<file path="src/rtl/booth_pkg.sv">
// +---------------------------------------------------------------------------+
// | booth_pkg : state encoding, Booth pair codes and default sizing for the   |
// |             radix-2 Booth multiplier controller.                          |
// | Revision  : 1.0                                                           |
// +---------------------------------------------------------------------------+
`default_nettype none

package booth_pkg;

  localparam int DEF_WIDTH = 16;
  localparam int DEF_CNT_W = 5;

  typedef enum logic [2:0] {
    S_IDLE   = 3'd0,
    S_LOAD_M = 3'd1,
    S_LOAD_Q = 3'd2,
    S_EVAL   = 3'd3,
    S_ADD    = 3'd4,
    S_SUB    = 3'd5,
    S_SHIFT  = 3'd6,
    S_DONE   = 3'd7
  } state_e;

  // {Q[0], Q[-1]} pairs that require an ALU operation; other pairs just shift.
  localparam logic [1:0] PAIR_ADD = 2'b01;
  localparam logic [1:0] PAIR_SUB = 2'b10;

endpackage

`default_nettype wire

</file>
<file path="src/rtl/booth_ctrl_if.sv">
// +---------------------------------------------------------------------------+
// | booth_ctrl_if : strobe/status bundle between the Booth controller (slave) |
// |                 and the multiplier datapath (master).                     |
// | Revision      : 1.0                                                       |
// +---------------------------------------------------------------------------+
`default_nettype none

interface booth_ctrl_if;
  logic start;
  logic q0;
  logic qm1;
  logic ldA;
  logic clrA;
  logic sftA;
  logic ldQ;
  logic clrQ;
  logic sftQ;
  logic ldM;
  logic clrff;
  logic addsub;
  logic busy;
  logic done;

  modport master (
    output start, q0, qm1,
    input  ldA, clrA, sftA, ldQ, clrQ, sftQ, ldM, clrff, addsub, busy, done
  );

  modport slave (
    input  start, q0, qm1,
    output ldA, clrA, sftA, ldQ, clrQ, sftQ, ldM, clrff, addsub, busy, done
  );
endinterface

`default_nettype wire

</file>
<file path="src/rtl/booth_iter_cnt.sv">
// +---------------------------------------------------------------------------+
// | booth_iter_cnt : Booth iteration counter; loads WIDTH, decrements to 0,   |
// |                  flags the final iteration.                               |
// | Revision       : 1.0                                                      |
// +---------------------------------------------------------------------------+
`default_nettype none

module booth_iter_cnt #(
  parameter int WIDTH = 16,
  parameter int CNT_W = 5
) (
  input  wire logic clk,
  input  wire logic rst_n,
  input  wire logic clr_i,
  input  wire logic load_i,
  input  wire logic dec_i,
  output logic      cnt_is_one_o
);

  localparam logic [CNT_W-1:0] C_LOAD_VAL = CNT_W'(WIDTH);

  logic [CNT_W-1:0] cnt_q;
  logic [CNT_W-1:0] cnt_d;

  // Decrement is gated at zero so the counter can never wrap.
  always_comb begin
    cnt_d = cnt_q;
    if (clr_i)
      cnt_d = '0;
    else if (load_i)
      cnt_d = C_LOAD_VAL;
    else if (dec_i && (cnt_q != '0))
      cnt_d = cnt_q - 1'b1;
  end

  always_ff @(posedge clk or negedge rst_n) begin
    if (!rst_n)
      cnt_q <= '0;
    else
      cnt_q <= cnt_d;
  end

  assign cnt_is_one_o = (cnt_q == CNT_W'(1));

endmodule

`default_nettype wire

</file>
<file path="src/rtl/booth_ctrl.sv">
// +---------------------------------------------------------------------------+
// | booth_ctrl : Moore FSM sequencing a radix-2 Booth multiplier datapath.    |
// |              Optional abort input enabled by BOOTH_CTRL_ABORT_EN.         |
// | Revision   : 1.0                                                          |
// +---------------------------------------------------------------------------+
`default_nettype none

module booth_ctrl
  import booth_pkg::*;
#(
  parameter int WIDTH = DEF_WIDTH,
  parameter int CNT_W = DEF_CNT_W
) (
  input  wire logic     clk,
  input  wire logic     rst_n,
`ifdef BOOTH_CTRL_ABORT_EN
  input  wire logic     abort,
`endif
  booth_ctrl_if.slave   bus
);

  state_e state_q;
  state_e state_d;

  logic cnt_load;
  logic cnt_dec;
  logic cnt_clr;
  logic cnt_is_one;
  logic abort_w;

`ifdef BOOTH_CTRL_ABORT_EN
  assign abort_w = abort;
`else
  assign abort_w = 1'b0;
`endif

  booth_iter_cnt #(
    .WIDTH (WIDTH),
    .CNT_W (CNT_W)
  ) u_iter_cnt (
    .clk          (clk),
    .rst_n        (rst_n),
    .clr_i        (cnt_clr),
    .load_i       (cnt_load),
    .dec_i        (cnt_dec),
    .cnt_is_one_o (cnt_is_one)
  );

  always_ff @(posedge clk or negedge rst_n) begin
    if (!rst_n)
      state_q <= S_IDLE;
    else
      state_q <= state_d;
  end

  always_comb begin
    state_d  = state_q;
    cnt_load = 1'b0;
    cnt_dec  = 1'b0;
    cnt_clr  = 1'b0;
    case (state_q)
      S_IDLE:   if (bus.start) state_d = S_LOAD_M;
      S_LOAD_M: begin
        cnt_load = 1'b1;
        state_d  = S_LOAD_Q;
      end
      S_LOAD_Q: state_d = S_EVAL;
      S_EVAL: begin
        case ({bus.q0, bus.qm1})
          PAIR_ADD: state_d = S_ADD;
          PAIR_SUB: state_d = S_SUB;
          default:  state_d = S_SHIFT;
        endcase
      end
      S_ADD:    state_d = S_SHIFT;
      S_SUB:    state_d = S_SHIFT;
      S_SHIFT: begin
        cnt_dec = 1'b1;
        state_d = cnt_is_one ? S_DONE : S_EVAL;
      end
      S_DONE:   state_d = S_IDLE;
      default:  state_d = S_IDLE;
    endcase
    // Abort overrides every transition out of a non-idle state.
    if (abort_w && (state_q != S_IDLE)) begin
      state_d  = S_IDLE;
      cnt_clr  = 1'b1;
      cnt_load = 1'b0;
      cnt_dec  = 1'b0;
    end
  end

  assign bus.ldA    = (state_q == S_ADD) || (state_q == S_SUB);
  assign bus.addsub = (state_q == S_ADD);
  assign bus.clrA   = (state_q == S_LOAD_M);
  assign bus.ldM    = (state_q == S_LOAD_M);
  assign bus.clrff  = (state_q == S_LOAD_M);
  assign bus.ldQ    = (state_q == S_LOAD_Q);
  assign bus.clrQ   = 1'b0;
  assign bus.sftA   = (state_q == S_SHIFT);
  assign bus.sftQ   = (state_q == S_SHIFT);
  assign bus.done   = (state_q == S_DONE);
  assign bus.busy   = (state_q != S_IDLE);

endmodule

`default_nettype wire

</file>
<file path="src/flat_wrapper.sv">
// flat-port wrapper written by rule: the top's interface ports become plain ports
module booth_ctrl_flat import booth_pkg::*;
#(
  parameter int WIDTH = DEF_WIDTH,
  parameter int CNT_W = DEF_CNT_W
)
  (clk, rst_n, bus_start, bus_q0, bus_qm1, bus_ldA, bus_clrA, bus_sftA, bus_ldQ, bus_clrQ, bus_sftQ, bus_ldM, bus_clrff, bus_addsub, bus_busy, bus_done);
  booth_ctrl_if bus_i ();
  input  wire logic clk;
  input  wire logic rst_n;
  input wire logic [$bits(bus_i.start)-1:0] bus_start;
  input wire logic [$bits(bus_i.q0)-1:0] bus_q0;
  input wire logic [$bits(bus_i.qm1)-1:0] bus_qm1;
  output wire logic [$bits(bus_i.ldA)-1:0] bus_ldA;
  output wire logic [$bits(bus_i.clrA)-1:0] bus_clrA;
  output wire logic [$bits(bus_i.sftA)-1:0] bus_sftA;
  output wire logic [$bits(bus_i.ldQ)-1:0] bus_ldQ;
  output wire logic [$bits(bus_i.clrQ)-1:0] bus_clrQ;
  output wire logic [$bits(bus_i.sftQ)-1:0] bus_sftQ;
  output wire logic [$bits(bus_i.ldM)-1:0] bus_ldM;
  output wire logic [$bits(bus_i.clrff)-1:0] bus_clrff;
  output wire logic [$bits(bus_i.addsub)-1:0] bus_addsub;
  output wire logic [$bits(bus_i.busy)-1:0] bus_busy;
  output wire logic [$bits(bus_i.done)-1:0] bus_done;
  assign bus_i.start = bus_start;
  assign bus_i.q0 = bus_q0;
  assign bus_i.qm1 = bus_qm1;
  assign bus_ldA = bus_i.ldA;
  assign bus_clrA = bus_i.clrA;
  assign bus_sftA = bus_i.sftA;
  assign bus_ldQ = bus_i.ldQ;
  assign bus_clrQ = bus_i.clrQ;
  assign bus_sftQ = bus_i.sftQ;
  assign bus_ldM = bus_i.ldM;
  assign bus_clrff = bus_i.clrff;
  assign bus_addsub = bus_i.addsub;
  assign bus_busy = bus_i.busy;
  assign bus_done = bus_i.done;
  booth_ctrl #(.WIDTH(WIDTH), .CNT_W(CNT_W)) u_core (.clk(clk), .rst_n(rst_n), .bus(bus_i));
endmodule
</file>
<file path="config.mk">
export PLATFORM = sky130hd
export DESIGN_NAME = booth_ctrl_flat
export DESIGN_NICKNAME = d
export VERILOG_FILES = /design/src/rtl/booth_pkg.sv /design/src/rtl/booth_ctrl_if.sv /design/src/rtl/booth_iter_cnt.sv /design/src/rtl/booth_ctrl.sv /design/src/flat_wrapper.sv
export SDC_FILE = /design/constraint.sdc
export NUM_CORES = 1
export LEC_CHECK = 0
export BUFFER_PORTS_ARGS = -buffer_cell sky130_fd_sc_hd__buf_2
export CAP_MARGIN = 20
export CORE_MARGIN = 2
export CORE_UTILIZATION = 30
export DETAILED_ROUTE_END_ITERATION = 12
export PLACE_DENSITY = 0.55
export RECOVER_POWER = 50
export SLEW_MARGIN = 20
export SYNTH_ARGS = -nofsm -noshare
export SYNTH_HDL_FRONTEND = slang
export SYNTH_SLANG_ARGS = --single-unit
</file>
<file path="constraint.sdc">
create_clock -name clk -period 3.61 [get_ports clk]
set_input_delay 0.361 -clock clk [delete_from_list [all_inputs] [get_ports clk]]
set_output_delay 0.361 -clock clk [all_outputs]
set_load 0.05 [all_outputs]
</file>
==> results.md, run 1 <==
- The number of antenna violations at the first check in global routing is 0.
- The fraction of layout instances using a drive strength above 1 is 24.3%.
- Row generation in the floorplan step produced 15 rows.
- For this run, the leading register cell type out of synthesis is sky130_fd_sc_hd__dfrtp_1.
- The area share of the largest cell type after synthesis is 37.8%.
- The tree is rooted in a sky130_fd_sc_hd__clkbuf_4.
- For this run, the number of standard cells in the final layout without fillers is 87.
- The total half-perimeter wirelength after legalization and detailed placement is 704 um.
- STA classifies the critical path endpoint as a primary output.
- In the final routed layout, each cell accounts on average for 11.0 um.
- The synthesized design contains 0 enable-type register cells.
- The critical path is of the flip-flop to primary output type.
- The critical path starts at u_core.state_q[1].
- The number of storage elements in the synthesis netlist is 8.
- For this design the total switching power over the nets is 0.312 mW.
- Global routing used 11.0% of the available tracks.
- The floorplan step defined a die boundary enclosing 2120 um2.
- The maximum clock frequency is 519 MHz.
- The total clock sinks is 8.
- The number of pins with negative max-slew slack in the final report came to 0.
- In this run the worst path has a maximum fanout of 11.
- In the final design database the tool counted 80 nets.
- The effective utilization at floorplan is 31.3%.
- The endpoint arrival time on the critical path is 1.57 ns.
- Yosys printed 0 warnings.
- The internal power of the cells is 0.273 mW.
- After filler insertion, the fill cell instance count of the layout stands at 183.
- The share of total power dissipated in sequential elements is 32.0%.
- Dividing the final minimum period by the clock period gives 53.4%.
- The final routed wirelength across all metal layers is 961 um.
- The count of final hold-check violations is 0.
- The placer's final routability congestion estimate is 0.793.
- The biggest area contributor in the post-synthesis netlist is sky130_fd_sc_hd__dfrtp_1.
- In this run the power density over the cells is 975 nW/um2.
- The count of nets left with antenna violations once routing finished came out at 0.
- Buffers inserted during clock tree synthesis total 3.
- The CTS tree is built.
- The time the final worst path needs with I/O delays and setup is 1.93 ns.
- In the routed design, unresolved DRC markers number 0.
- In this run the vertical extent of the chip is 46 um.
- The setup skew after layout is 0.000264 ns.
- The share of the yosys chip area belonging to registers is 37.8%.
- In this run the worst hold path is classified as primary input to flip-flop.
- The die width is 46 um.
- Total power for the finished layout comes to 0.586 mW.
- The number of detailed-routing iterations run before antenna repair is 3.
- The number of buffers inserted by port buffering is 14.
- The cell with the most instances after synthesis is sky130_fd_sc_hd__dfrtp_1.
- In this run, the number of DRC markers left after iteration 0 of detailed routing was 3.
- The routed via count divided by cell count is 4.97.
- The standard cell core area is 1690 um2.
- The clock network fraction of total power is 11.5%.
- The area growth from synthesis to final layout is 13.5%.
- The number of setup violations in the final report is 0.
- The run finished with clean final reports.
- STA classifies the critical path startpoint as a flip-flop.
- In this run the number of H-tree levels came out at 1.
- Yosys attributes the largest share of cell area to sky130_fd_sc_hd__dfrtp_1 (38%), sky130_fd_sc_hd__ha_1 (7.1%), sky130_fd_sc_hd__or3_1 (5.9%).
- The number of nets handed over by synthesis was 67.
- The post-synthesis area per instance is 8.97 um2.
- The async set or reset register ratio after synthesis is 100%.
- Including well taps, the total number of placed cells is 83.
- The via count of the first global-routing pass is 400.
- Entering global routing, the biggest net connects 12 pins.
- The total overflow left after global routing is 0.
- The I/O pin count is 16.
- The number of unique standard cell types used by synthesis is 26.
- Data on the critical path is required at its endpoint by 3.25 ns.
- Summed over all cells, the static leakage comes to 0.302 nW.
- The startpoint of the worst hold path is bus_start.
- The global-route wire length before repair is 1610 um.
- The final design utilization is 35.6%.
- Post-CTS timing repair inserted 0 buffers for setup.
- The proportion of total power due to net switching is 53.3%.
- The worst reg2reg path startpoint is u_core.u_iter_cnt.cnt_q[0].
- The instance count of the mapped netlist is 59.
- Across the run, the number of max-cap violations was 0.
- The worst-case IR drop observed on VDD is 432 uV.
- The commonest cells after synthesis are sky130_fd_sc_hd__dfrtp_1 (8), sky130_fd_sc_hd__inv_1 (5), sky130_fd_sc_hd__or3_1 (5).
- At the pin with the least slew margin, the transition time is 0.729 ns.
- The final hold slack is 0.336 ns.
- The summed instance area of the synthesized netlist is 529 um2.
- Setup repair after global routing left no endpoint under its margin.
- The count of cells resized by post-cts repair is 0.
- The clock latency on the worst-skew pair is 0.25 ns.
- The detailed-route via count is 432.
- After clock tree synthesis, the clock-pin slew on the worst setup and hold paths is 0.05 ns.
- 0 antenna diodes ended up in the layout.
- The clock passes through at most 2 buffers.
- The remaining max-slew budget at the tightest pin is 50.7%.
- The final sum of negative setup slack is 0 ns.
- The relative contribution of combinational cells to total power is 56.6%.
==> power by group through the flow <==
stage	Combinational (mW)	Clock (mW)	Sequential (mW)
2_1_floorplan	0.327	0	0.152
3_3_place_gp	0.334	0	0.190
3_5_place_dp	0.333	0	0.192
4_1_cts	0.336	0.0708	0.190
5_1_grt	0.362	0.0724	0.197
6_report	0.331	0.0671	0.187
==> placed cells by master, fill, tap and decap left out <==
cell                             n
sky130_fd_sc_hd__inv_2           1
sky130_fd_sc_hd__o31ai_1         1
sky130_fd_sc_hd__a21oi_1         3
sky130_fd_sc_hd__ha_1            3
sky130_fd_sc_hd__and3_1          1
sky130_fd_sc_hd__conb_1          1
sky130_fd_sc_hd__dfrtp_1         8
sky130_fd_sc_hd__nor2b_1         4
sky130_fd_sc_hd__dlygate4sd3_1   1
sky130_fd_sc_hd__o21ai_1         1
sky130_fd_sc_hd__or3_1           5
sky130_fd_sc_hd__buf_2          13
sky130_fd_sc_hd__clkbuf_1        1
sky130_fd_sc_hd__nor3_1          1
sky130_fd_sc_hd__nor2_1          1
sky130_fd_sc_hd__a22o_1          2
sky130_fd_sc_hd__clkbuf_4        3
sky130_fd_sc_hd__nand3b_1        1
sky130_fd_sc_hd__mux2i_1         1
sky130_fd_sc_hd__inv_1           5
sky130_fd_sc_hd__nor4b_1         1
sky130_fd_sc_hd__nand2_1         4
sky130_fd_sc_hd__nand4b_1        1
sky130_fd_sc_hd__or3b_1          1
sky130_fd_sc_hd__o21ai_0         3
sky130_fd_sc_hd__or4b_1          1
sky130_fd_sc_hd__o21a_1          1
sky130_fd_sc_hd__and2_1          1
==> per-stage QoR <==
step / setup slack, ns / area (um2)
CTS: 1.67 / 608
global placement: 1.96 / 576
detailed placement: 1.94 / 576
global route: 1.59 / 601
finish: 1.68 / 601
floorplan: 1.20 / 529
==> per-layer routing <==
layer	global-route usage [%]	share of wire [%]	vias to the layer above
met5	0	0	-
met4	10.3	1.2	0
met3	1.19	5.0	2
met2	16.1	45	15
met1	13.7	49	197
li1	-	-	218
==> final timing paths <==
check	endpoint	slack, ns	cells after the start
max in group asynchronous	u_core.u_iter_cnt.cnt_q[0]	2.75	2
min in group asynchronous	u_core.state_q[2]	0.56	2
max reg2reg	u_core.u_iter_cnt.cnt_q[3]	1.94	5
min	u_core.state_q[0]	0.34	2
max	bus_ldM	1.68	3
min reg2reg	u_core.u_iter_cnt.cnt_q[4]	0.53	2
==> sequential cells by signal, indices dropped and copies added (netlist names) <==
register and count:
u_core.u_iter_cnt.cnt_q 5, u_core.state_q 3
==> area by class of cell <==
type                       instances  area [um2]  share of cell area [%]
clock buffer                       3        22.5                    3.75
inverter                           6        22.5                    3.75
multi-input combinational         38         255                    42.5
sequential                         8         200                    33.3
tap                               17        21.3                    3.54
timing repair buffer              15        78.8                    13.1
==> cells by family after synthesis <==
kind of cell	Yosys count	synth area share, %
AO/OA/AOI/OAI	11	12.8
adder cells (fa/ha/maj)	3	7.09
buffers and inverters	13	12.8
flip-flops	8	37.8
multiplexers	1	1.89
other	1	0.709
AND/OR/NAND/NOR	22	26.9
==> critical path: stages (launching register included) <==
cell                      delay [ns]
sky130_fd_sc_hd__dfrtp_1        0.47
sky130_fd_sc_hd__or3b_1         0.46
sky130_fd_sc_hd__inv_2          0.12
sky130_fd_sc_hd__buf_2          0.27
==> timing repair <==
action / 4_1_cts / 5_1_grt
endpoints found under the setup margin: 0 / 0
endpoints found under the hold margin: 8 / 0
hold buffers: 1 / 0
(Power assumes the default switching activity.)
==> run 2: changes to the inputs <==
- clock period: 3.61 -> 1.8 ns (I/O delays scaled with it)
==> run 2 against run 1 <==
Effect of this change: hold slack lost 0.18 ns; combinational power grew 100%; register-to-register slack lost 1.5 ns; worst setup slack lost 1.6 ns; non-clock buffer count is the same; sequential power grew 110%; clock power grew 98%; global-route usage grew 0.42 points; total power grew 110%; first-iteration DRC count is the same; sequential cell count is the same.
==> results.md, run 2 (synthesis results as in run 1) <==
- The detailed-route via count is 425.
- The first global-routing pass estimated 1700 um of wire.
- The clock arrives with 0.00209 ns of skew.
- Once detailed placement completed, the half-perimeter wirelength came to 708 um.
- The power spent charging and discharging nets is 0.634 mW.
- The floorplan step set the die width to 46 um.
- The largest registers in the layout are u_core.u_iter_cnt.cnt_q (5), u_core.state_q (3).
- The slowest stage of the critical path belongs to the cell sky130_fd_sc_hd__dfrtp_2.
- For the worst setup path, the data required time is 1.62 ns.
- The total global routing overflow is 0.
- For this run, the slowest stage of the critical path takes 0.47 ns.
- The leakage dissipation is 0.292 nW.
- The worst pin sits at a relative slew slack of 59.9%.
- The clock passes through at most 2 buffers.
- The number of antenna violations at the first check in global routing came to 0.
- The final hold slack is 0.158 ns.
- The congestion estimate from routability-driven global placement came to 0.757.
- The time the final worst path needs with I/O delays and setup is 1.70 ns.
- After detailed routing, the number of remaining DRC violations is 0.
- The number of instances on the worst hold path is 2.
- The die covers 2120 um2.
- The I/O pin count is 16.
- The startpoint of the worst hold path is bus_start.
- The clock network is responsible for 11.1% of the overall power.
- Setup violations remaining at the end of the flow were counted as 0.
- The number of diodes is 0.
- Walking the worst path, the cells encountered are or3b_1 > inv_2 > clkbuf_4.
- The internal power of the cells is 0.571 mW.
- For this configuration, the core starts out at a cell density of 31.3%.
- For the final routed database, the setup TNS stands at 0 ns.
- The overall global routing resource usage is 11.4%.
- The number of buffers inserted by port buffering is 14.
- The kind of launch point of the worst setup path is a flip-flop.
- VDD sags by at most 848 uV.
- The depth of the worst register-to-register path is 5.
- STA classifies the critical path endpoint as a primary output.
- Cells fill 36.7% of the core in the end.
- The areal power density over the cells is 1940 nW/um2.
- The number of detailed-routing iterations run before antenna repair is 3.
- The end point of the worst hold path is u_core.state_q[0].
- TritonCTS built the clock tree.
- The overall die height is 46 um.
- The total clock sinks is 8.
- The via count of the first global-routing pass came to 403.
- Setup repair after global routing left no endpoint under its margin.
- In this run the register-to-register setup slack is 0.39 ns.
- The peak fanout along the critical path is 11.
- Of the cells placed in the final design, the portion with a size suffix greater than 1 is 30.0%.
- The routed design has 923 um of wire.
- In this run the critical register-to-register path is launched from u_core.u_iter_cnt.cnt_q[0].
- The leading cell type in the layout, fill and taps excluded is sky130_fd_sc_hd__buf_2.
- The number of nets in the final layout is 80.
- The flow ran to the end, and the final reports show no timing, DRC or antenna violations.
- The clock slew at the register clock pins of the worst setup and hold paths is 0.05 ns.
- The endpoint arrival time on the critical path is 1.52 ns.
- Entering global routing, the biggest net connects 12 pins.
- The worst setup path is of the flip-flop to primary output kind.
- At the pin with the least slew margin, the transition time is 0.604 ns.
- The count of final hold-check violations is 0.
- The number of H-tree levels is 1.
- Net switching is 52.6% of the power.
- The class of the tightest hold or removal check is primary input to flip-flop.
- The routed via count divided by cell count is 4.89.
- The ratio of final minimum period to clock period is 94.4%.
- In this run, the combinational gates consume 56.2% of the power.
- Counting the buffers created by CTS gives 3.
- The sequential share of power is 32.8%.
- In this run, the number of DRC markers left after iteration 0 of detailed routing was 3.
- The layout filler cell count is 178.
- The maximum clock frequency is 589 MHz.
- The register bank with the most flops is u_core.u_iter_cnt.cnt_q.
- Max-cap violations in this run came to 0.
- The clock latency on the worst-skew pair is 0.25 ns.
- The worst flop-to-flop path endpoint is u_core.u_iter_cnt.cnt_q[3].
- The area growth from synthesis to layout is 17.3%.
- After floorplanning, the core was sized to cover 1690 um2.
- The number of pins with negative max-slew slack in the final report came to 0.
- The library cells used most frequently in the layout, excluding fill and tap cells, are sky130_fd_sc_hd__buf_2 (8), sky130_fd_sc_hd__clkbuf_4 (6), sky130_fd_sc_hd__inv_1 (5), sky130_fd_sc_hd__or3_1 (5), sky130_fd_sc_hd__dfrtp_1 (5).
- Clock tree synthesis selected as its root buffer the cell sky130_fd_sc_hd__clkbuf_4.
- The average routed wire per standard cell is 10.6 um.
- The flip-flop count of the largest register after layout is 5.
- The cell row count is 15.
- In this run the remaining antenna-violating nets after routing total 0.
run 2: changes by cell type in the layout (fill, tap and decap cells not counted), sizes merged:
cell	before	now
buf	13	8
clkbuf	4	9
run 2: per-layer routing:
| layer | routed length (um) | vias up | GRT usage, % |
|---|---|---|---|
| li1 | - | 219 | - |
| met1 | 464 | 189 | 15.2 |
| met2 | 406 | 15 | 16.7 |
| met3 | 40 | 2 | 1.19 |
| met4 | 12 | 0 | 8.57 |
| met5 | 0 | - | 0 |
run 2: how the worst max path moves through the flow:
stage / from / endpoint / slack [ns] / depth (start not counted)
finish: u_core.state_q[1] / bus_clrff / 0.10 / 3
global route: u_core.state_q[1] / bus_ldM / 0.02 / 3
CTS: u_core.state_q[1] / bus_clrff / 0.03 / 3
detailed placement: u_core.state_q[1] / bus_clrff / 0.31 / 3
global placement: u_core.state_q[1] / bus_ldM / 0.33 / 3
floorplan: u_core.state_q[2] / bus_addsub / 0.06 / 3
run 2: timing repair:
item	in CTS	in global routing
resized for setup	0	6
setup buffers	0	0
endpoints found under the setup margin	0	3
hold endpoints to repair	8	0
hold buffers	1	0
run 2: power by group through the flow:
stage / clock (mW) / sequential [mW] / combinational, mW
floorplan: 0 / 0.304 / 0.663
global placement: 0 / 0.382 / 0.673
detailed placement: 0 / 0.389 / 0.670
CTS: 0.139 / 0.387 / 0.676
global route: 0.152 / 0.419 / 0.746
finish: 0.133 / 0.395 / 0.677
run 2: layout make-up:
class / count / area, um2 / area share [%]
clock buffers: 3 / 22.5 / 3.63
inverters: 6 / 22.5 / 3.63
multi-input cells: 38 / 267 / 42.9
flip-flops and latches: 8 / 204 / 32.9
well taps: 17 / 21.3 / 3.43
repair buffers: 15 / 83.8 / 13.5
run 2: critical path, delay by kind of cell (launching register included):
family / cells / cell delay [ns]
AND/OR/NAND/NOR: 1 / 0.44
buffers and inverters: 2 / 0.36
flip-flops: 1 / 0.47
run 2: metrics by stage:
step           cell area [um2]  setup slack (ns)  total power, mW  instances
2_1_floorplan              534            0.0598            0.967         59
3_3_place_gp               581             0.331             1.06         83
3_5_place_dp               581             0.308             1.06         83
4_1_cts                    613            0.0347             1.20         87
5_1_grt                    621            0.0248             1.32         87
6_report                   621             0.101             1.21         87
==> run 3: changes to the inputs <==
- CELL_PAD_IN_SITES_DETAIL_PLACEMENT: not set -> 0
- CELL_PAD_IN_SITES_GLOBAL_PLACEMENT: not set -> 2
- CORE_UTILIZATION: 30 -> 27
- PLACE_DENSITY: 0.55 -> 0.77
- RECOVER_POWER: 50 -> not set
==> run 3 against run 2 <==
Effect of this change: sequential share of layout area down 1.3 points; highest routed layer is now met3; wire length up 11%; utilization down 2.9 points; die area up 10%; maximum frequency up 1.2%; global-route usage down 0.59 points; clock power about the same; largest power group unchanged; critical path type unchanged; design area up 3.6%; clock skew up 0.0014 ns.
==> results.md, run 3 (synthesis results as in run 1) <==
- The total half-perimeter wirelength after legalization and detailed placement is 769 um.
- The detailed-route via count is 431.
- The count of nets left with antenna violations once routing finished came out at 0.
- The kind of launch point of the worst setup path is a flip-flop.
- Subtracting the final worst setup slack from the clock period gives 1.68 ns.
- Routability-driven placement finished with a final weighted congestion of 0.688.
- The minimum setup slack among reg-to-reg paths is 0.35 ns.
- The final routed wirelength across all metal layers is 1020 um.
- Setup total negative slack on the finished layout was measured at 0 ns.
- The setup skew after layout is 0.00350 ns.
- The number of cells on the worst reg-to-reg path is 5.
- For this configuration, the core starts out at a cell density of 27.8%.
- The cell at the root of the clock tree is sky130_fd_sc_hd__clkbuf_4.
- Once the clock tree was built, the setup fixing pass inserted 0 buffers.
- On the final layout, the worst hold slack is 0.183 ns.
- The count of final hold-check violations is 0.
- The fraction of layout instances using a drive strength above 1 is 33.8%.
- Across the run, the number of max-cap violations was 0.
- The worst reg2reg path startpoint is u_core.u_iter_cnt.cnt_q[0].
- In the layout the commonest cells are sky130_fd_sc_hd__buf_2 (11), sky130_fd_sc_hd__clkbuf_4 (6), sky130_fd_sc_hd__dfrtp_1 (6), sky130_fd_sc_hd__inv_1 (5), sky130_fd_sc_hd__or3_1 (5).
- The endpoint arrival time on the critical path is 1.50 ns.
- The leading cell type in the layout, fill and taps excluded is sky130_fd_sc_hd__buf_2.
- The die covers 2330 um2.
- In this run the worst setup path begins at u_core.state_q[2].
- The flip-flop count of the largest register after layout is 5.
- The worst setup path endpoint is bus_ldM.
- Based on the critical path, the design can be clocked at up to 596 MHz.
- The total global routing overflow is 0.
- The clock buffer count from CTS is 3.
- The register bank with the most flops is u_core.u_iter_cnt.cnt_q.
- The class of the tightest hold or removal check is primary input to flip-flop.
- Power spread over the standard cell area amounts to 1920 nW/um2.
- The pre-antenna-repair detailed-routing pass consisted of 4 iterations.
- In the final layout, the registers with the most flip-flops are u_core.u_iter_cnt.cnt_q (5), u_core.state_q (3).
- The number of diodes is 0.
- Pin placement for this block handled 16 I/O pins.
- In this run the vertical extent of the chip is 48.3 um.
- The number of DRC markers in iteration 0 is 2.
- The standard cell core area is 1900 um2.
- Setup repair after global routing left no endpoint under its margin.
- In this run the tool buffered the top-level ports with 14 buffer cells.
- The cell row count is 16.
- In this run the static leakage power is 0.309 nW.
- In the finished design, the share of the clock period the worst path needs comes to 93.3%.
- CTS built an H-tree with a depth of 1.
- The total clock sinks is 8.
- The clock latency on the worst-skew pair is 0.25 ns.
- The worst flop-to-flop path endpoint is u_core.u_iter_cnt.cnt_q[2].
- Data on the critical path is required at its endpoint by 1.62 ns.
- The routed via count divided by cell count is 4.40.
- The average routed wire per standard cell is 10.4 um.
- After layout, the design draws a total of 1.24 mW.
- The sort of element at the end of the critical path is a primary output.
- The peak supply drop is 765 uV.
- For this run, design rule violations remaining after detail routing come to 0.
- The run finished with clean final reports.
- Across every metal layer, demand over resource in global routing totals 10.8%.
- The die width is 48.3 um.
- Setup violations remaining at the end of the flow were counted as 0.
- The number of pins with negative max-slew slack in the final report came to 0.
- The maximum number of pins on one net before global-route repair is 12.
- TritonCTS built the clock tree.
- For this run, the post-layout net count is 81.
- Counting the fill cells in the layout gives 203.
- The number of antenna violations at the first check in global routing is 0.
- After clock tree synthesis, the clock-pin slew on the worst setup and hold paths is 0.06 ns.
- The critical path is of the flip-flop to primary output type.
- The via count of the first global-routing pass was 384.
- The clock passes through at most 2 buffers.
- The first global-routing pass estimated 1670 um of wire.
- The peak fanout along the critical path is 11.
- The area growth from synthesis to layout is 21.5%.
-- run 3: cell count changes in the layout (fill, tap and decap cells not counted), sizes merged --
cell | previous run | this run
clkbuf | 9 | 6
buf | 8 | 12
-- run 3: routing by layer --
metal | up-vias | share of wire, % | global-route usage (%)
met5 | - | 0 | 0
met4 | 0 | 0 | 3.24
met3 | 0 | 3.6 | 4.44
met2 | 9 | 48 | 15.0
met1 | 199 | 49 | 15.3
li1 | 223 | - | -
-- run 3: worst max-delay path, stage by stage (launching register included) --
cell and delay (ns):
sky130_fd_sc_hd__dfrtp_2 0.46, sky130_fd_sc_hd__or3b_1 0.42, sky130_fd_sc_hd__inv_2 0.12, sky130_fd_sc_hd__clkbuf_4 0.24
-- run 3: area by class of cell --
class | count | area, um2 | share of cell area [%]
multi-input combinational | 38 | 267 | 41.4
sequential | 8 | 203 | 31.5
timing repair buffer | 16 | 95.1 | 14.8
tap | 27 | 33.8 | 5.25
clock buffer | 3 | 22.5 | 3.50
inverter | 6 | 22.5 | 3.50
-- run 3: worst min path at each step --
stage               from                    endpoint  slack, ns  depth (start not counted)
3_5_place_dp       rst_n  u_core.u_iter_cnt.cnt_q[0]       0.04                          1
2_1_floorplan      rst_n           u_core.state_q[0]      -0.12                          0
3_3_place_gp       rst_n  u_core.u_iter_cnt.cnt_q[0]       0.03                          1
5_1_grt        bus_start           u_core.state_q[0]       0.17                          2
6_report       bus_start           u_core.state_q[0]       0.18                          2
4_1_cts        bus_start           u_core.state_q[0]       0.18                          2
-- run 3: through the flow --
stage / std cells / worst slack [ns] / utilization [%] / cell area (um2)
after global routing: 98 / 0.0111 / 33.8 / 643
after CTS: 98 / 0.0245 / 33.3 / 633
after detailed placement: 94 / 0.300 / 31.6 / 601
after floorplan: 59 / 0.0598 / - / 534
final: 98 / 0.121 / 33.8 / 643
after global placement: 94 / 0.332 / 31.6 / 601
-- run 3: what timing repair did --
item                                    4_1_cts  5_1_grt
resized for setup                             0        5
hold endpoints to repair                      8        0
endpoints found under the setup margin        0        3
hold buffers                                  1        0
-- run 3: where the power goes --
group	total, mW	internal, mW	switching [mW]	leakage (nW)
combinational	0.729	0.249	0.480	0.200
clock	0.135	0.0762	0.0591	0.0138
sequential	0.371	0.262	0.109	0.0952
total	1.24	0.587	0.649	0.309
